[src/rtl/prim_reqack_arbiter_if.sv]
// Handshake bundle between source-domain requesters, the arbiter and the SRC side of a req/ack CDC channel.
// Latency: none; this is wiring only.
// Backpressure: none here; the arbiter holds chan_req_o until chan_ack_i returns.
//
// Signal summary (directions as seen from the arbiter, i.e. the master modport):
//   req_i[NumReq]                  request level per requester
//   data_i[NumReq*DataWidth]       payload per requester; requester i owns slice i
//   ack_o[NumReq]                  one-cycle completion pulse to the granted requester
//   chan_req_o / chan_ack_i        request and ack on the synchronizer SRC side
//   chan_data_o / chan_idx_o       latched payload and grant index
//   busy_o / err_o                 transfer outstanding / sticky protocol error
interface prim_reqack_arbiter_if #(
  parameter int NumReq    = 4,
  parameter int DataWidth = 32
);
  localparam int IdxWidth = (NumReq > 1) ? $clog2(NumReq) : 1;

  logic [NumReq-1:0]           req_i;
  logic [NumReq*DataWidth-1:0] data_i;
  logic [NumReq-1:0]           ack_o;
  logic                        chan_req_o;
  logic                        chan_ack_i;
  logic [DataWidth-1:0]        chan_data_o;
  logic [IdxWidth-1:0]         chan_idx_o;
  logic                        busy_o;
  logic                        err_o;

  modport master (
    input  req_i, data_i, chan_ack_i,
    output ack_o, chan_req_o, chan_data_o, chan_idx_o, busy_o, err_o
  );

  modport slave (
    output req_i, data_i, chan_ack_i,
    input  ack_o, chan_req_o, chan_data_o, chan_idx_o, busy_o, err_o
  );
endinterface

[src/rtl/prim_reqack_arbiter.sv]
// Round-robin arbiter that shares one REQ/ACK CDC channel among NumReq source-domain requesters.
// Latency: a request in cycle t drives chan_req_o in cycle t+1. After an ACK in cycle a, the next chan_req_o can appear in cycle a+2.
// Backpressure: one transfer is outstanding at a time. Other requesters wait, and the granted one holds req_i until its ack_o pulse.
//
// Ports: clk_i, rst_i (synchronous, active-high) and bus (prim_reqack_arbiter_if.master).
// bus carries the request and payload vectors, the ack pulses, the channel signals, busy_o and err_o.
module prim_reqack_arbiter #(
  parameter int NumReq    = 4,
  parameter int DataWidth = 32
) (
  input  logic                  clk_i,
  input  logic                  rst_i,
  prim_reqack_arbiter_if.master bus
);
  localparam int IdxWidth = (NumReq > 1) ? $clog2(NumReq) : 1;

  typedef enum logic {IDLE, XFER} state_t;

  state_t               state, state_nxt;
  logic [IdxWidth-1:0]  rr_ptr, rr_ptr_nxt;
  logic [IdxWidth-1:0]  chan_idx, chan_idx_nxt;
  logic [DataWidth-1:0] chan_data, chan_data_nxt;
  logic                 err, err_nxt;
  logic [NumReq-1:0]    ack;
  logic [IdxWidth-1:0]  winner;
  logic                 found;
  int                   j;

  // First set request at or above rr_ptr, wrapping modulo NumReq.
  always_comb begin
    winner = '0;
    found  = 1'b0;
    j      = 0;
    for (int k = 0; k < NumReq; k++) begin
      j = int'(rr_ptr) + k;
      if (j >= NumReq) j = j - NumReq;
      if (!found && bus.req_i[j]) begin
        found  = 1'b1;
        winner = IdxWidth'(j);
      end
    end
  end

  always_comb begin
    state_nxt     = state;
    rr_ptr_nxt    = rr_ptr;
    chan_idx_nxt  = chan_idx;
    chan_data_nxt = chan_data;
    err_nxt       = err;
    ack           = '0;
    case (state)
      IDLE: begin
        // The channel only expects an ACK for an outstanding request.
        if (bus.chan_ack_i) err_nxt = 1'b1;
        if (found) begin
          chan_idx_nxt  = winner;
          chan_data_nxt = bus.data_i[int'(winner)*DataWidth +: DataWidth];
          state_nxt     = XFER;
        end
      end
      XFER: begin
        // A request already in flight cannot be retracted, so a dropped req only flags an error.
        if (!bus.req_i[chan_idx]) err_nxt = 1'b1;
        if (bus.chan_ack_i) begin
          ack[chan_idx] = 1'b1;
          // The served requester drops to lowest priority. NumReq=1 keeps the pointer at 0.
          rr_ptr_nxt    = (int'(chan_idx) + 1 >= NumReq) ? '0 : chan_idx + 1'b1;
          state_nxt     = IDLE;
        end
      end
      default: state_nxt = IDLE;
    endcase
  end

  always_ff @(posedge clk_i) begin
    if (rst_i) begin
      state     <= IDLE;
      rr_ptr    <= '0;
      chan_idx  <= '0;
      chan_data <= '0;
      err       <= 1'b0;
    end else begin
      state     <= state_nxt;
      rr_ptr    <= rr_ptr_nxt;
      chan_idx  <= chan_idx_nxt;
      chan_data <= chan_data_nxt;
      err       <= err_nxt;
    end
  end

  assign bus.chan_req_o  = (state == XFER);
  assign bus.busy_o      = (state == XFER);
  assign bus.chan_idx_o  = chan_idx;
  assign bus.chan_data_o = chan_data;
  assign bus.err_o       = err;
  assign bus.ack_o       = ack;

`ifndef SYNTHESIS
  // A reset in the following cycle is the only legal way to drop a request without an ACK.
  a_req_hold: assert property (@(posedge clk_i)
    (bus.chan_req_o && !bus.chan_ack_i && !rst_i) |=>
      (rst_i || (bus.chan_req_o && $stable(bus.chan_data_o) && $stable(bus.chan_idx_o))));
  a_ack_onehot: assert property (@(posedge clk_i) $onehot0(bus.ack_o));
`endif
endmodule

[src/flat_wrapper.sv]
// flat-port wrapper written by rule: the top's interface ports become plain ports
module prim_reqack_arbiter_flat 
#(
  parameter int NumReq    = 4,
  parameter int DataWidth = 32
)
  (clk_i, rst_i, bus_req_i, bus_data_i, bus_chan_ack_i, bus_ack_o, bus_chan_req_o, bus_chan_data_o, bus_chan_idx_o, bus_busy_o, bus_err_o);
  prim_reqack_arbiter_if #(.NumReq(NumReq), .DataWidth(DataWidth)) bus_i ();
  input  logic clk_i;
  input  logic rst_i;
  input wire logic [$bits(bus_i.req_i)-1:0] bus_req_i;
  input wire logic [$bits(bus_i.data_i)-1:0] bus_data_i;
  input wire logic [$bits(bus_i.chan_ack_i)-1:0] bus_chan_ack_i;
  output wire logic [$bits(bus_i.ack_o)-1:0] bus_ack_o;
  output wire logic [$bits(bus_i.chan_req_o)-1:0] bus_chan_req_o;
  output wire logic [$bits(bus_i.chan_data_o)-1:0] bus_chan_data_o;
  output wire logic [$bits(bus_i.chan_idx_o)-1:0] bus_chan_idx_o;
  output wire logic [$bits(bus_i.busy_o)-1:0] bus_busy_o;
  output wire logic [$bits(bus_i.err_o)-1:0] bus_err_o;
  assign bus_i.req_i = bus_req_i;
  assign bus_i.data_i = bus_data_i;
  assign bus_i.chan_ack_i = bus_chan_ack_i;
  assign bus_ack_o = bus_i.ack_o;
  assign bus_chan_req_o = bus_i.chan_req_o;
  assign bus_chan_data_o = bus_i.chan_data_o;
  assign bus_chan_idx_o = bus_i.chan_idx_o;
  assign bus_busy_o = bus_i.busy_o;
  assign bus_err_o = bus_i.err_o;
  prim_reqack_arbiter #(.NumReq(NumReq), .DataWidth(DataWidth)) u_core (.clk_i(clk_i), .rst_i(rst_i), .bus(bus_i));
endmodule
[config.mk]
export PLATFORM = sky130hd
export DESIGN_NAME = prim_reqack_arbiter_flat
export DESIGN_NICKNAME = d
export VERILOG_FILES = /design/src/rtl/prim_reqack_arbiter_if.sv /design/src/rtl/prim_reqack_arbiter.sv /design/src/flat_wrapper.sv
export SDC_FILE = /design/constraint.sdc
export NUM_CORES = 1
export LEC_CHECK = 0
export BUFFER_PORTS_ARGS = -buffer_cell sky130_fd_sc_hd__buf_2
export CAP_MARGIN = 20
export CORE_MARGIN = 2
export CORE_UTILIZATION = 41
export DETAILED_ROUTE_END_ITERATION = 16
export GPL_ROUTABILITY_DRIVEN = 0
export HOLD_SLACK_MARGIN = 0.03
export PLACE_DENSITY = 0.8
export SKIP_LAST_GASP = 1
export SYNTH_ARGS = -nofsm -noshare
export SYNTH_HDL_FRONTEND = slang
export SYNTH_SLANG_ARGS = --single-unit
[constraint.sdc]
create_clock -name clk_i -period 1.7 [get_ports clk_i]
set_input_delay 0.255 -clock clk_i [delete_from_list [all_inputs] [get_ports clk_i]]
set_output_delay 0.255 -clock clk_i [all_outputs]
set_load 0.05 [all_outputs]
==> key figures <==
Status
  • Outcome: finished, violations left
  • Failing checks: setup timing

Pwr
  • Worst vdd ir: 0.0004528 V
  • P per Cell Area: about 770 nW/um2
  • Static Leak: 1.819 nW

Clocking
  • Clock Tree Buf Depth: 2
  • TritonCTS Buffers: 5
  • Clock latency on the worst-skew pair: ~0.28 ns
  • CTS tree: done
  • Clock sink total: 38
  • Hold_buf cts: 0
  • Clock transition at path regs: 0.08 ns
  • Root Driver: clkbuf_8
  • Htree depth: 2

Timing
  • Slack of the critical path: -0.06457 ns
  • Minimum clock period: 1.765 ns
  • Skew final: 0.006834 ns
  • Final Hold Violating Endpoints: 0
  • Hold slack: 0.2587 ns
  • Slew Viols, Final: 0
  • Relative slew margins: 76.87%
  • Setup violators final: 12
  • Highest clock rate: approximately 0.57 GHz
  • RSZ-0062 raised after global routing: true
  • Final period util: 103.8%
  • Least-Margin Pin Slew: around 0.34 ns

Floorplanning
  • Row count: 28
  • Die Ht: 81.44 um
  • Die Span X: just over 80 um
  • Die area: between 6000 and 7000 um2
  • Initial Util: 42.02%
  • Core Area: roughly 5900 um2
  • Top-Level Pins: ~180

Setup path
  • CP Capture Type: register
  • R2R Path Start: u_core.rr_ptr[0]
  • Startpoint Class: register
  • Crit path required time: 1.86 ns
  • Critical path fanouts, max: 7
  • CP startpoint: u_core.rr_ptr[0]
  • Setup Crit Path Kind: register to register
  • CP arrival: between 1.5 and 2 ns

Drt
  • Drt drc: 0
  • WL final: 7897 um
  • Post-route met1 wirelength: around 2900 um
  • Initial DRC Count: 39
  • Met3 Wirelength: between 600 and 700 um
  • Met2 wire len: 4304 um
  • Max Used Layer: met4
  • DR vias/cell: around 5.2
  • Vias: 2,608
  • Wire length per cell: 15.89 um
  • First-pass DRT Iterations: 4
  • Post-route ant nets: 0

Final layout
  • Most frequent cells in the layout: 175 x buf_2, 35 x nand2_1, 35 x dfxtp_1
  • Number of nets in the final layout: 561
  • Area grow syn2layout: 60.81%
  • Layout cell share with drive strength beyond 1: 66.59%
  • Most common cell after layout, fill and taps aside: buf_2
  • Fill count: 438
  • ANT cells: 0

Global route
  • Largest net degree at the start of global routing: 33
  • First-pass GRT wire length: 11,160 um
  • Antenna violations before repair: 0
  • Vias in the first global route: 2,585
  • Gr ovfl total: 0
  • GRT Util Overall: a little over a fifth

Synth
  • Post-Syn Area: 2459 um2
  • YS warnings: 0
  • Seq cells post-synth: 38
  • Post-Syn Instances: 235
  • Yosys cell types: 30
  • Mapped Avg Cell Area: 10.46 um2
  • Post-Syn Nets: 375
  • Sequential share of the synthesized area: about 31%

Place
  • DP Worst Slack: -0.1250 ns
  • Dpl hpwl: 5343 um
  • # port buffers: 175

Min path
  • Hold Crit Class: input pin to register
  • Hold wc startpoint: bus_chan_ack_i

Flow run
  • Max cap viols: 0
critical path, stage by stage, from the launching register on:
cell,delay [ns]
dfxtp_4,0.36
buf_6,0.11
and2b_1,0.19
nor2_2,0.04
o22a_4,0.29
buf_12,0.15
clkbuf_16,0.17
mux2i_2,0.20
o221ai_2,0.13
layout make-up:
type	instances	area (um2)	area share, %
clock buffers	7	86.33	2.184
clock inverters	1	5.005	0.1266
inverters	4	15.01	0.3797
multi-input cells	171	1750	44.27
flip-flops and latches	38	767.0	19.40
well taps	75	93.84	2.373
repair buffers	201	1236	31.27
metal layers:
| metal | vias up | global-route usage (%) |
|---|---|---|
| met1 | 1223 | 23.58 |
| met4 | 0 | 6.610 |
| li1 | 1258 | - |
| met3 | 11 | 3.846 |
| met5 | - | 0 |
| met2 | 116 | 42.30 |
path summary, 6_finish.rpt:
path / endpoint / slack (ns) / depth (start not counted)
worst max-delay path: u_core.bus.chan_data_o[17] / -0.06 / 8
worst min-delay path: u_core.bus.busy_o / 0.26 / 2
worst max register to register: u_core.bus.chan_data_o[17] / -0.06 / 8
worst min register to register: u_core.bus.chan_data_o[25] / 0.46 / 2
where the power goes:
| group | internal (mW) | switching (mW) | total (mW) |
|---|---|---|---|
| clock | 0.328 | 0.318 | 0.646 |
| sequential | 0.991 | 0.0575 | 1.05 |
| combinational | 0.556 | 0.784 | 1.34 |
synthesized netlist by cell type:
library cell / n / area [um2]
and2b_1: 1 / 7.510
buf_6: 4 / 45.04
nor4_1: 1 / 6.260
buf_2: 7 / 35.03
a21boi_0: 1 / 7.510
o22a_1: 1 / 8.760
nand2_1: 35 / 131.4
o221ai_1: 3 / 26.28
a21oi_1: 4 / 20.02
inv_1: 4 / 15.01
a21o_1: 1 / 7.510
buf_4: 9 / 67.56
o21a_1: 1 / 7.510
mux4_2: 1 / 22.52
dfxtp_1: 38 / 760.7
o21ai_1: 1 / 5.000
a211o_1: 1 / 8.760
o221ai_2: 30 / 450.4
ha_1: 5 / 62.56
nor2b_1: 2 / 12.51
o22ai_1: 1 / 6.260
mux2i_1: 65 / 650.6
or2_2: 1 / 6.260
a211oi_1: 1 / 7.510
nand3_1: 1 / 5.000
or4_1: 1 / 7.510
and3_1: 4 / 25.02
clkbuf_1: 2 / 7.510
nor3_1: 1 / 5.000
nor2_1: 8 / 30.03
state kept, by name, indices dropped and copies added (netlist names):
name and count:
u_core.bus.err_o 1, u_core.rr_ptr 2, u_core.bus.chan_idx_o 2, u_core.bus.busy_o 1, u_core.bus.chan_data_o 32
metrics by stage:
stage | instances | TNS [ns] | power [mW] | area [um2] | util (%)
finish | 497 | -0.2858 | 3.034 | 3954 | 67.58
CTS | 497 | -0.5767 | 2.969 | 3790 | 64.78
global placement | 483 | -2.246 | 2.208 | 3510 | 59.99
global route | 497 | -1.657 | 3.174 | 3954 | 67.58
detailed placement | 483 | -2.971 | 2.234 | 3510 | 59.99
floorplan | 235 | 0 | 1.860 | 2459 | -
repair_timing:
item,in CTS,in global routing
gates cloned,3,1
pin swaps,1,6
hold endpoints to repair,0,0
endpoints found under the setup margin,32,34
buffers inserted,3,0
resized for setup,19,37
cells by family (layout without fill, tap and decap cells):
kind of cell	Yosys count	after routing	synth area share, %
adders and majority gates	5	5	2.545
and+or+nand+nor	55	55	9.618
buffers and inverters	26	213	6.921
muxes	66	66	27.38
AOI/OAI and AO/OA	45	45	22.60
DFF	38	38	30.94
No activity file was read; power rests on OpenSTA's default activity.
